--- src/rtl/npu_pkg.sv ---
// Shared NPU constants and the int8 saturation helper used by the output path.
package npu_pkg;

    localparam int ACT_W  = 8;
    localparam int ACC_W  = 16;
    localparam int N_COLS = 3;
    localparam int PACK_W = N_COLS * ACT_W;

    // Clamp a wide signed value into the signed 8-bit activation range.
    function automatic logic [ACT_W-1:0] sat_int8(input logic signed [31:0] x);
        if (x > 32'sd127) begin
            return 8'h7F;
        end else if (x < -32'sd128) begin
            return 8'h80;
        end else begin
            return x[ACT_W-1:0];
        end
    endfunction

endpackage

--- src/rtl/npu_sync_fifo.sv ---
// Synchronous first-word-fall-through FIFO with occupancy output.
// The head word is visible on dout whenever valid is high. A push while full
// is accepted only if a pop happens in the same cycle.
module npu_sync_fifo #(
    parameter int WIDTH = 24,
    parameter int DEPTH = 8
) (
    input  logic                     clk,
    input  logic                     rst,
    input  logic                     push,
    input  logic                     pop,
    input  logic [WIDTH-1:0]         din,
    output logic [WIDTH-1:0]         dout,
    output logic                     valid,
    output logic                     full,
    output logic [$clog2(DEPTH):0]   level
);

    localparam int AW = $clog2(DEPTH);
    localparam int LW = AW + 1;

    logic [WIDTH-1:0] mem [DEPTH];
    logic [AW-1:0]    wr_ptr;
    logic [AW-1:0]    rd_ptr;
    logic             do_push;
    logic             do_pop;

    assign valid   = (level != '0);
    assign full    = (level == LW'(DEPTH));
    assign do_pop  = pop && valid;
    assign do_push = push && (!full || do_pop);
    assign dout    = mem[rd_ptr];

    // Pointer and occupancy bookkeeping; pointers wrap naturally (power-of-two depth).
    always_ff @(posedge clk) begin
        // NOTE: sequential state uses non-blocking assignments so every flop samples pre-edge values.
        if (rst) begin
            wr_ptr <= '0;
            rd_ptr <= '0;
            level  <= '0;
        end else begin
            if (do_push) wr_ptr <= wr_ptr + AW'(1);
            if (do_pop)  rd_ptr <= rd_ptr + AW'(1);
            case ({do_push, do_pop})
                2'b10:   level <= level + LW'(1);
                2'b01:   level <= level - LW'(1);
                default: level <= level;
            endcase
        end
    end

    // Storage write port.
    always_ff @(posedge clk) begin
        // NOTE: storage is deliberately not reset; valid/level gate every read, so contents are don't-care after reset.
        if (do_push) mem[wr_ptr] <= din;
    end

endmodule

--- src/rtl/npu_out_collector.sv ---
// Systolic array output collector: deskews the three bottom-row columns,
// adds bias, optionally applies ReLU, requantizes to int8 with rounding and
// saturation, and queues packed rows in a FWFT FIFO.
module npu_out_collector #(
    parameter int FIFO_DEPTH = 8,
    parameter int ACC_W      = npu_pkg::ACC_W
) (
    input  logic                        clk,
    input  logic                        rst,
    input  logic                        clear,
    input  logic                        in_valid,
    input  logic signed [ACC_W-1:0]     col0,
    input  logic signed [ACC_W-1:0]     col1,
    input  logic signed [ACC_W-1:0]     col2,
    input  logic signed [ACC_W-1:0]     bias0,
    input  logic signed [ACC_W-1:0]     bias1,
    input  logic signed [ACC_W-1:0]     bias2,
    input  logic [3:0]                  cfg_shift,
    input  logic                        cfg_relu,
    output logic                        out_valid,
    input  logic                        out_ready,
    output logic [npu_pkg::PACK_W-1:0]  out_data,
    output logic [4:0]                  fifo_level,
    output logic [7:0]                  row_cnt,
    output logic                        overflow
);

    import npu_pkg::*;

    // Bias add, optional ReLU, round-half-up shift, saturate to int8.
    function automatic logic [ACT_W-1:0] quantize(
        input logic signed [ACC_W-1:0] col,
        input logic signed [ACC_W-1:0] bias,
        input logic [3:0]              shift,
        input logic                    relu
    );
        logic signed [ACC_W:0]   sum;
        logic signed [ACC_W+1:0] rnd;
        logic        [ACC_W+1:0] half;
        // NOTE: every local gets a value on every path before use, so combinational use never infers a latch.
        sum  = (ACC_W+1)'(col) + (ACC_W+1)'(bias);
        half = '0;
        if (relu && sum < 0) sum = '0;
        if (shift != 4'd0) half = (ACC_W+2)'(1) << (shift - 4'd1);
        rnd = (ACC_W+2)'(sum) + signed'(half);
        return sat_int8(32'(rnd >>> shift));
    endfunction

    logic                    flush;
    logic                    v_d1;
    logic                    v_d2;
    logic                    q_valid;
    logic signed [ACC_W-1:0] c0_d1;
    logic signed [ACC_W-1:0] c0_d2;
    logic signed [ACC_W-1:0] c1_d1;
    logic [PACK_W-1:0]       q_data;
    logic                    fifo_full;
    logic                    pop_fire;
    logic                    accept;
    logic                    drop;
    logic [$clog2(FIFO_DEPTH):0] fifo_lvl;

    assign flush    = rst || clear;
    assign pop_fire = out_valid && out_ready;
    assign accept   = q_valid && (!fifo_full || pop_fire);
    assign drop     = q_valid && fifo_full && !pop_fire;

    // Row-valid pipeline: in_valid -> deskew (2) -> quantize (1); flushed rows never reach the FIFO.
    always_ff @(posedge clk) begin
        if (flush) begin
            v_d1    <= 1'b0;
            v_d2    <= 1'b0;
            q_valid <= 1'b0;
        end else begin
            v_d1    <= in_valid;
            v_d2    <= v_d1;
            q_valid <= v_d2;
        end
    end

    // Data path: align col0/col1 with col2, then register the quantized packed row.
    always_ff @(posedge clk) begin
        c0_d1  <= col0;
        c0_d2  <= c0_d1;
        c1_d1  <= col1;
        q_data <= {quantize(col2,  bias2, cfg_shift, cfg_relu),
                   quantize(c1_d1, bias1, cfg_shift, cfg_relu),
                   quantize(c0_d2, bias0, cfg_shift, cfg_relu)};
    end

    npu_sync_fifo #(
        .WIDTH (PACK_W),
        .DEPTH (FIFO_DEPTH)
    ) u_fifo (
        .clk   (clk),
        .rst   (flush),
        .push  (accept),
        .pop   (out_ready),
        .din   (q_data),
        .dout  (out_data),
        .valid (out_valid),
        .full  (fifo_full),
        .level (fifo_lvl)
    );

    assign fifo_level = 5'(fifo_lvl);

    // Accepted-row counter and sticky drop flag.
    always_ff @(posedge clk) begin
        if (flush) begin
            row_cnt  <= '0;
            overflow <= 1'b0;
        end else begin
            if (accept) row_cnt  <= row_cnt + 8'd1;
            if (drop)   overflow <= 1'b1;
        end
    end

endmodule
--- config.mk ---
export PLATFORM = sky130hd
export DESIGN_NAME = npu_out_collector
export DESIGN_NICKNAME = d
export VERILOG_FILES = /design/src/rtl/npu_pkg.sv /design/src/rtl/npu_sync_fifo.sv /design/src/rtl/npu_out_collector.sv
export SDC_FILE = /design/constraint.sdc
export NUM_CORES = 1
export LEC_CHECK = 0
export ABC_CLOCK_PERIOD_IN_PS = 8550
export CAP_MARGIN = 10
export CORE_MARGIN = 4
export CORE_UTILIZATION = 59
export CTS_CLUSTER_SIZE = 20
export DETAILED_ROUTE_END_ITERATION = 8
export PLACE_DENSITY = 0.91
export SYNTH_ARGS = -nofsm -noshare
export SYNTH_HDL_FRONTEND = slang
export SYNTH_SLANG_ARGS = --single-unit
export TNS_END_PERCENT = 100
--- constraint.sdc ---
create_clock -name clk -period 8.55 [get_ports clk]
set_input_delay 1.71 -clock clk [delete_from_list [all_inputs] [get_ports clk]]
set_output_delay 1.71 -clock clk [all_outputs]
set_load 0.05 [all_outputs]
==> results.sh, run 1 <==
export IMPL_yosysMostFrequentCell="edfxtp_1"
export IMPL_vias=14100
export IMPL_max_stage_delay_ns=0.49
export IMPL_cts_resized=0
export IMPL_antenna_found_initial=0
export IMPL_ys_seq_area_share_pct=43.4
export IMPL_critical_path_arrival_ns=8.41
export IMPL_synth_main_ff_cell="edfxtp_1"
export IMPL_cp_start_kind="primary input"
export IMPL_rsz0062_at_grt="false"
export IMPL_yosys_warnings=0
export IMPL_fillCellCount=2083
export IMPL_final_setup_tns_ns=0
export IMPL_cap_violations=0
export IMPL_holdBufCountCts=0
export IMPL_synth_edf_count=192
export IMPL_grt_first_pass_wirelength_um=72500
export IMPL_grt_max_degree=49
export IMPL_cp_slowest_cell="nor3_1"
export IMPL_yosysTopAreaCell="edfxtp_1"
export IMPL_worstSetupEndpointType="flop"
export IMPL_area_growth_pct=16.0
export IMPL_detail_route_antenna_nets=0
export IMPL_setup_violations=0
export IMPL_finalHoldViolCount=0
export IMPL_synth_top_cell_area_share_pct=32.5
export IMPL_netlist_instances=1653
export IMPL_drv_slew=0
export IMPL_ys_top_cells_by_area="edfxtp_1 (32%), dfxtp_1 (11%), mux4_2 (7.2%), ha_1 (7.2%), nor2_1 (3.7%)"
export IMPL_htree_levels=1
export IMPL_outcome="complete, no violations"
export IMPL_cts_post_setup_buffers_inserted=0
export IMPL_slew_limit_headroom_pct=37.5
export IMPL_diodes=0
export IMPL_fin_nets=1999
export IMPL_drtPass1Iterations=6
export IMPL_synth_seq_cells=289
export IMPL_path_max_fanout=8
export IMPL_synth_cells_most_frequent="edfxtp_1 (192), nor2_1 (175), a21oi_1 (118)"
export IMPL_die_w_um=181
export IMPL_clock_latency_ns=0.54
export IMPL_grt_use_total_pct=26.8
export IMPL_crit_top_cell="o31a_1"
export IMPL_port_buffers=143
export IMPL_hpwl_um=32600
export IMPL_min_period_ns=7.94
export IMPL_clkTransAtPathRegs_ns=0.06
export IMPL_layout_drive_gt1_share_pct=11.6
export IMPL_drt_iter0_drc=1286
export IMPL_ios=145
export IMPL_fmax_ghz=0.126
export IMPL_gp_congestion=0.980
export IMPL_period_share_pct=92.8
export IMPL_dieArea_um2=32900
export IMPL_leakagePower_uw=0.00755
export IMPL_placementRows=63
export IMPL_total_power_uw=3920
export IMPL_drc=0
export IMPL_netlist_area_um2=17800
export IMPL_clock_root_buffer="clkbuf_16"
export IMPL_async_flop_share_pct=0
export IMPL_cts_inserted_buffers=28
export IMPL_max_vdd_ir_drop_v=0.000170
export IMPL_wire_per_inst_um=20.6
export IMPL_skew_ns=0.0125
export IMPL_drt_total_wl_um=45100
export IMPL_avgViaCountPerCell=6.44
export IMPL_netlist_cell_type_count=98
export IMPL_overflow=0
export IMPL_fp_dieH_um=181
export IMPL_power_density_nw_per_um2=190
export IMPL_start_util_pct=59.9
export IMPL_cts_tree="yes"
export IMPL_min_path_type="flop to flop"
export IMPL_clockBufferDepth=3
export IMPL_worstMarginPinSlew_ns=0.937
export IMPL_grt_pass1_vias=13700
export IMPL_crit_required_ns=9.03
export IMPL_core_um2=29600
export IMPL_cts_sinks=289
export IMPL_avgSynthCellArea_um2=10.7
export IMPL_crit_type="primary input to flop"
critical path: cells and delay by family:
kind,cells,cell delay [ns]
AO/OA/AOI/OAI,13,3.06
AND/OR/NAND/NOR,9,1.67
adder cells (fa/ha/maj),4,1.19
buffers and inverters,4,0.77
cell usage in the layout, fill, tap and decap left out, types with 13 or more instances in the layout:
master and n:
xor2_1 33, xnor2_1 46, mux4_2 57, nor2b_1 17, a21oi_1 118, buf_4 28, mux2_2 36, nand3_1 30
a211oi_1 35, inv_1 51, o21ai_0 71, dfxtp_1 95, mux2i_1 27, clkbuf_16 28, clkdlybuf4s50_1 142, and2_1 13
o211ai_1 29, nor2_1 174, o21a_1 21, edfxtp_1 192, nor3_1 42, nand2_1 105, a21o_1 41, nand2b_1 15
ha_1 102
cell families (layout without fill, tap and decap cells):
| logic type | after synthesis | after routing | synth area share [%] |
|---|---|---|---|
| DFF | 289 | 289 | 43.4 |
| buffers and inverters | 128 | 277 | 2.90 |
| other | 1 | 4 | 0.0211 |
| adders and majority gates | 109 | 109 | 7.98 |
| and+or+nand+nor | 462 | 462 | 12.3 |
| xor gates and xnor gates | 81 | 81 | 4.08 |
| AOI/OAI and AO/OA | 461 | 461 | 18.2 |
| muxes | 122 | 122 | 11.2 |
stage by stage:
stage                     instances  worst slack [ns]  area, um2  utilization, %  hold slack, ns
after floorplan                1656              1.60      17800               -           0.310
after global placement         2144             0.275      19600            66.2           0.311
after detailed placement       2144             0.162      19600            66.2           0.312
after CTS                      2195             0.659      20600            69.5           0.327
after global routing           2195            0.0120      20600            69.5           0.329
final                          2195             0.615      20600            69.5           0.322
metal layers:
layer	track usage, %	part of all wire [%]	vias up	wire length [um]
li1	-	-	6568	-
met1	34.2	39	6781	17800
met3	3.55	7.1	118	3190
met5	0	0	-	0
met2	47.0	49	669	22300
met4	9.67	4.2	0	1890
report_power, final:
group / internal, uW / switching (uW)
clock network: 732 / 516
logic: 421 / 589
registers: 1590 / 67.7
path summary, 6_finish.rpt:
| path | slack (ns) | start | endpoint | cells past startpoint |
|---|---|---|---|---|
| max | 0.61 | bias2[0] | q_data[21] | 30 |
| min | 0.32 | c0_d1[7] | c0_d2[7] | 0 |
| max reg2reg | 1.99 | c1_d1[0] | q_data[13] | 24 |
| min reg2reg | 0.32 | c0_d1[7] | c0_d2[7] | 0 |
area by class of cell:
| cell class | instances | area [um2] | share of cell area (%) |
|---|---|---|---|
| Clock buffer | 35 | 767 | 3.73 |
| Clock inverter | 16 | 194 | 0.942 |
| Sequential cell | 289 | 7710 | 37.4 |
| Inverter | 55 | 206 | 1.00 |
| Multi-Input combinational cell | 1239 | 9590 | 46.6 |
| Tap cell | 390 | 488 | 2.37 |
| Timing Repair Buffer | 171 | 1640 | 7.95 |
registers in the layout, summed over array words and instances, names as in the netlist, named ones only:
signal         cells
u_fifo.mem       192
q_data            24
c0_d1             16
c0_d2             16
c1_d1             16
row_cnt            8
u_fifo.level       4
u_fifo.rd_ptr      3
u_fifo.wr_ptr      3
overflow           1
q_valid            1
v_d1               1
v_d2               1
Power figures use the tool's default switching activity.
==> run 2, diff against run 1 <==
CTS_CLUSTER_DIAMETER = 50   (was default)
RECOVER_POWER = 25   (was default)
==> results.sh, run 2 (synthesized netlist as in run 1, its figures left out) <==
export IMPL_swShare_pct=31.7
export IMPL_cts_post_setup_buffers_inserted=0
export IMPL_slew_limit_headroom_pct=35.5
export IMPL_design_area_um2=20500
export IMPL_top_regs="u_fifo.mem (192), q_data (24)"
export IMPL_wire_per_inst_um=20.7
export IMPL_core_um2=29600
export IMPL_drt_iter0_drc=1325
export IMPL_htree_levels=1
export IMPL_min_period_ns=7.92
export IMPL_clock_root_buffer="clkbuf_16"
export IMPL_cp_slowest_cell="nor3_1"
export IMPL_clkTransAtPathRegs_ns=0.07
export IMPL_largest_register_ffs=192
export IMPL_p_int_uw=2610
export IMPL_min_path_type="flop to flop"
export IMPL_overflow=0
export IMPL_path_max_fanout=8
export IMPL_clockBufferDepth=3
export IMPL_port_buffers=143
export IMPL_cp_start_kind="primary input"
export IMPL_dieArea_um2=32900
export IMPL_die_w_um=181
export IMPL_post_route_util_pct=69.1
export IMPL_comb_power_share_pct=26.3
export IMPL_clock_latency_ns=0.56
export IMPL_detail_route_antenna_nets=0
export IMPL_pwr_share_clk_pct=30.3
export IMPL_cts_resized=0
export IMPL_grt_max_degree=49
export IMPL_max_vdd_ir_drop_v=0.000200
export IMPL_cts_inserted_buffers=25
export IMPL_drc=0
export IMPL_grt_pass1_vias=13600
export IMPL_setup_violations=0
export IMPL_largest_register="u_fifo.mem"
export IMPL_cts_tree="yes"
export IMPL_power_density_nw_per_um2=187
export IMPL_cts_sinks=289
export IMPL_crit_top_cell="o31a_1"
export IMPL_start_util_pct=59.9
export IMPL_antenna_found_initial=0
export IMPL_drtPass1Iterations=5
export IMPL_holdPathStages=0
export IMPL_final_setup_tns_ns=0
export IMPL_fp_dieH_um=181
export IMPL_total_power_uw=3820
export IMPL_rsz0062_at_grt="false"
export IMPL_layout_commonest_cell="edfxtp_1"
export IMPL_crit_type="primary input to flop"
export IMPL_critical_path_arrival_ns=8.39
export IMPL_area_growth_pct=15.4
export IMPL_worstMarginPinSlew_ns=0.964
export IMPL_placed_area_um2=19600
export IMPL_drv_slew=0
export IMPL_drt_total_wl_um=45400
export IMPL_grt_first_pass_wirelength_um=72400
export IMPL_fmax_ghz=0.126
export IMPL_cap_violations=0
export IMPL_max_stage_delay_ns=0.50
export IMPL_pwr_share_seq_pct=43.3
export IMPL_leakagePower_uw=0.00750
export IMPL_period_share_pct=92.6
export IMPL_skew_ns=0.0284
export IMPL_holdBufCountCts=0
export IMPL_p_switching_uw=1210
export IMPL_ios=145
export IMPL_grt_use_total_pct=26.8
export IMPL_placementRows=63
export IMPL_hpwl_um=32600
export IMPL_gp_congestion=0.980
export IMPL_fin_nets=1996
export IMPL_avgViaCountPerCell=6.41
export IMPL_worstSetupEndpointType="flop"
export IMPL_crit_required_ns=9.03
export IMPL_diodes=0
export IMPL_layout_drive_gt1_share_pct=11.3
export IMPL_reg2reg_depth=24
export IMPL_fillCellCount=2108
export IMPL_final_cell_mix="edfxtp_1 (192), nor2_1 (174), clkdlybuf4s50_1 (142)"
export IMPL_vias=14000
export IMPL_finalHoldViolCount=0
export IMPL_outcome="complete, no violations"
run 2: changes by cell type in the layout (fill, tap and decap cells not counted), sizes merged:
cell | previous run | this run
inv | 52 | 60
clkbuf | 35 | 29
clkinvlp | 4 | 1
bufinv | 3 | 1
clkinv | 12 | 10
run 2: worst max-delay path: cells and delay by family:
family	cells	cell delay, ns
adders and majority gates	4	1.19
buffers and inverters	4	0.77
AOI/OAI and AO/OA	13	3.05
and+or+nand+nor	9	1.66
run 2: metrics by stage:
step / worst slack [ns] / hold WS, ns / std cells
4_1_cts: 0.673 / 0.328 / 2190
6_report: 0.633 / 0.328 / 2190
3_5_place_dp: 0.162 / 0.312 / 2144
2_1_floorplan: 1.60 / 0.310 / 1656
5_1_grt: 0.0172 / 0.332 / 2190
3_3_place_gp: 0.275 / 0.311 / 2144
run 2: power groups by stage:
stage	sequential [uW]	combinational [uW]	clock (uW)
floorplan	1660	750	0
global placement	1670	958	0
detailed placement	1690	979	0
CTS	1660	987	1180
global route	1670	1110	1240
finish	1660	1010	1160
run 2: routing by layer:
| layer | GRT usage [%] | vias to the layer above | wire, um |
|---|---|---|---|
| met1 | 34.0 | 6763 | 18200 |
| li1 | - | 6577 | - |
| met4 | 10.1 | 0 | 1770 |
| met5 | 0 | - | 0 |
| met2 | 47.5 | 603 | 22500 |
| met3 | 3.13 | 100 | 2890 |
run 2: cell type report:
cell class	instances	area [um2]	area share (%)
Inverter	55	206	1.01
Multi-Input combinational cell	1239	9590	46.8
Clock inverter	17	208	1.01
Tap cell	390	488	2.38
Clock buffer	29	641	3.13
Sequential cell	289	7710	37.7
Timing Repair Buffer	171	1640	7.99
run 2: final timing paths:
| check | from | to | slack [ns] |
|---|---|---|---|
| setup / recovery | bias2[0] | q_data[21] | 0.63 |
| hold / removal | c0_d1[14] | c0_d2[14] | 0.33 |
| setup reg to reg | c1_d1[0] | q_data[13] | 2.04 |
| hold reg to reg | c0_d1[14] | c0_d2[14] | 0.33 |
==> run 3, diff against run 2 <==
GPL_TIMING_DRIVEN = 0   (was default)
HOLD_SLACK_MARGIN = 0.05   (was default)
SLEW_MARGIN = 10   (was default)
==> results.sh, run 3 (synthesized netlist as in run 1, its figures left out) <==
export IMPL_outcome="complete, no violations"
export IMPL_core_um2=29600
export IMPL_crit_reg2reg_launch="c0_d2[0]"
export IMPL_max_vdd_ir_drop_v=0.000184
export IMPL_hpwl_um=36900
export IMPL_clkTransAtPathRegs_ns=0.07
export IMPL_largest_register_ffs=192
export IMPL_cts_inserted_buffers=24
export IMPL_vias=14400
export IMPL_min_period_ns=8.06
export IMPL_rrSetupSlack_ns=1.81
export IMPL_layout_commonest_cell="edfxtp_1"
export IMPL_post_route_util_pct=69.8
export IMPL_antenna_found_initial=2
export IMPL_setup_violations=0
export IMPL_rsz0062_at_grt="false"
export IMPL_grt_pass1_vias=14000
export IMPL_leakagePower_uw=0.00758
export IMPL_placementRows=63
export IMPL_p_int_uw=2600
export IMPL_reg2reg_depth=25
export IMPL_drv_slew=0
export IMPL_detail_route_antenna_nets=0
export IMPL_crit_required_ns=8.93
export IMPL_final_setup_tns_ns=0
export IMPL_start_util_pct=59.9
export IMPL_top_regs="u_fifo.mem (192), q_data (24)"
export IMPL_largest_register="u_fifo.mem"
export IMPL_period_share_pct=94.3
export IMPL_path_max_fanout=10
export IMPL_power_density_nw_per_um2=184
export IMPL_worstMarginPinSlew_ns=1.01
export IMPL_grt_use_met1_pct=35.1
export IMPL_pwr_share_seq_pct=43.5
export IMPL_clock_latency_ns=0.55
export IMPL_fp_dieH_um=181
export IMPL_swShare_pct=31.9
export IMPL_holdPathEnd="c0_d2[12]"
export IMPL_drc=0
export IMPL_skew_ns=0.0172
export IMPL_avgViaCountPerCell=6.40
export IMPL_grt_use_total_pct=28.3
export IMPL_overflow=0
export IMPL_hold_ws_ns=0.327
export IMPL_use_met3_pct=3.75
export IMPL_fmax_ghz=0.124
export IMPL_place_inst=2206
export IMPL_busiest_layer="met2"
export IMPL_area_growth_pct=16.5
export IMPL_drtPass1Iterations=9
export IMPL_comb_power_share_pct=27.0
export IMPL_ios=145
export IMPL_dieArea_um2=32900
export IMPL_cts_sinks=289
export IMPL_slew_limit_headroom_pct=32.0
export IMPL_hp_start="c0_d1[12]"
export IMPL_wire_per_inst_um=21.5
export IMPL_drt_iter0_drc=1225
export IMPL_min_path_type="flop to flop"
export IMPL_grt_max_degree=25
export IMPL_cap_violations=0
export IMPL_p_switching_uw=1210
export IMPL_worstSetupEndpointType="flop"
export IMPL_grt_first_pass_wirelength_um=75300
export IMPL_fin_nets=2057
export IMPL_htree_levels=1
export IMPL_layout_drive_gt1_share_pct=11.1
export IMPL_clock_root_buffer="clkbuf_16"
export IMPL_pwr_share_clk_pct=29.5
export IMPL_port_buffers=139
export IMPL_cts_tree="yes"
export IMPL_r2r_end="q_data[1]"
export IMPL_cp_start_kind="primary input"
export IMPL_gp_congestion=0.949
export IMPL_grtUsageMet2_pct=49.6
export IMPL_drt_total_wl_um=48300
export IMPL_critical_path_arrival_ns=8.44
export IMPL_finalHoldViolCount=0
export IMPL_clockBufferDepth=3
export IMPL_crit_type="primary input to flop"
export IMPL_die_w_um=181
export IMPL_instances_no_fill=2250
export IMPL_holdPathStages=0
export IMPL_final_cell_mix="edfxtp_1 (192), nor2_1 (174), clkdlybuf4s50_1 (139)"
[run 3: per-stage QoR]
step	total power, uW	instance area (um2)	setup slack, ns
6_report	3810	20700	0.488
3_5_place_dp	2680	19900	-0.100
3_3_place_gp	2650	19600	-0.0774
5_1_grt	3990	20700	0.0368
2_1_floorplan	2410	17800	1.60
4_1_cts	3800	20700	0.458
[run 3: layer usage]
layer	wire, um	vias to the layer above
met5	13	-
met1	18800	6838
met4	2420	2
met3	3130	143
met2	23900	712
li1	-	6696
[run 3: how the worst max path moves through the flow]
stage	from	to	slack [ns]	depth (start not counted)
after floorplan	col2[0]	q_data[21]	1.60	29
after global placement	cfg_shift[2]	q_data[9]	-0.08	20
after detailed placement	cfg_shift[2]	q_data[12]	-0.10	20
after CTS	cfg_shift[2]	q_data[12]	0.46	20
after global routing	cfg_shift[2]	q_data[12]	0.04	20
final	cfg_shift[2]	q_data[12]	0.49	20
[run 3: power groups by stage]
stage	logic, uW	clock network [uW]	registers, uW
final	1030	1120	1660
after global routing	1130	1200	1670
after floorplan	750	0	1660
after global placement	977	0	1670
after detailed placement	996	0	1690
after CTS	1000	1140	1660
[run 3: critical path, cell delays in order]
cell and delay, ns:
clkbuf_1 0.35, buf_1 0.49, clkbuf_1 0.47, clkbuf_2 0.38
clkbuf_1 0.39, clkbuf_1 0.47, nor3_1 0.28, ha_1 0.48
a211oi_1 0.13, o21ai_1 0.25, nand4_1 0.22, a21oi_2 0.23
xor2_2 0.31, a211o_1 0.18, o221ai_1 0.25, a221o_1 0.48
a221o_1 0.31, nor4b_2 0.34, mux2i_1 0.53, o211ai_1 0.19
[run 3: final cells by class]
type,count,area [um2]
Clock inverter,16,206
Antenna cell,1,2.50
Fill cell,2127,8950
Clock buffer,27,622
Inverter,55,206
Tap cell,390,488
Timing Repair Buffer,160,1550
Sequential cell,289,7710
Multi-Input combinational cell,1239,9590
Buffer,73,309
[run 3: timing repair]
item                                    CTS  global route
gates resized for setup                   0             3
setup buffers                             0             0
endpoints found under the setup margin    0             8
hold buffers                              0             0
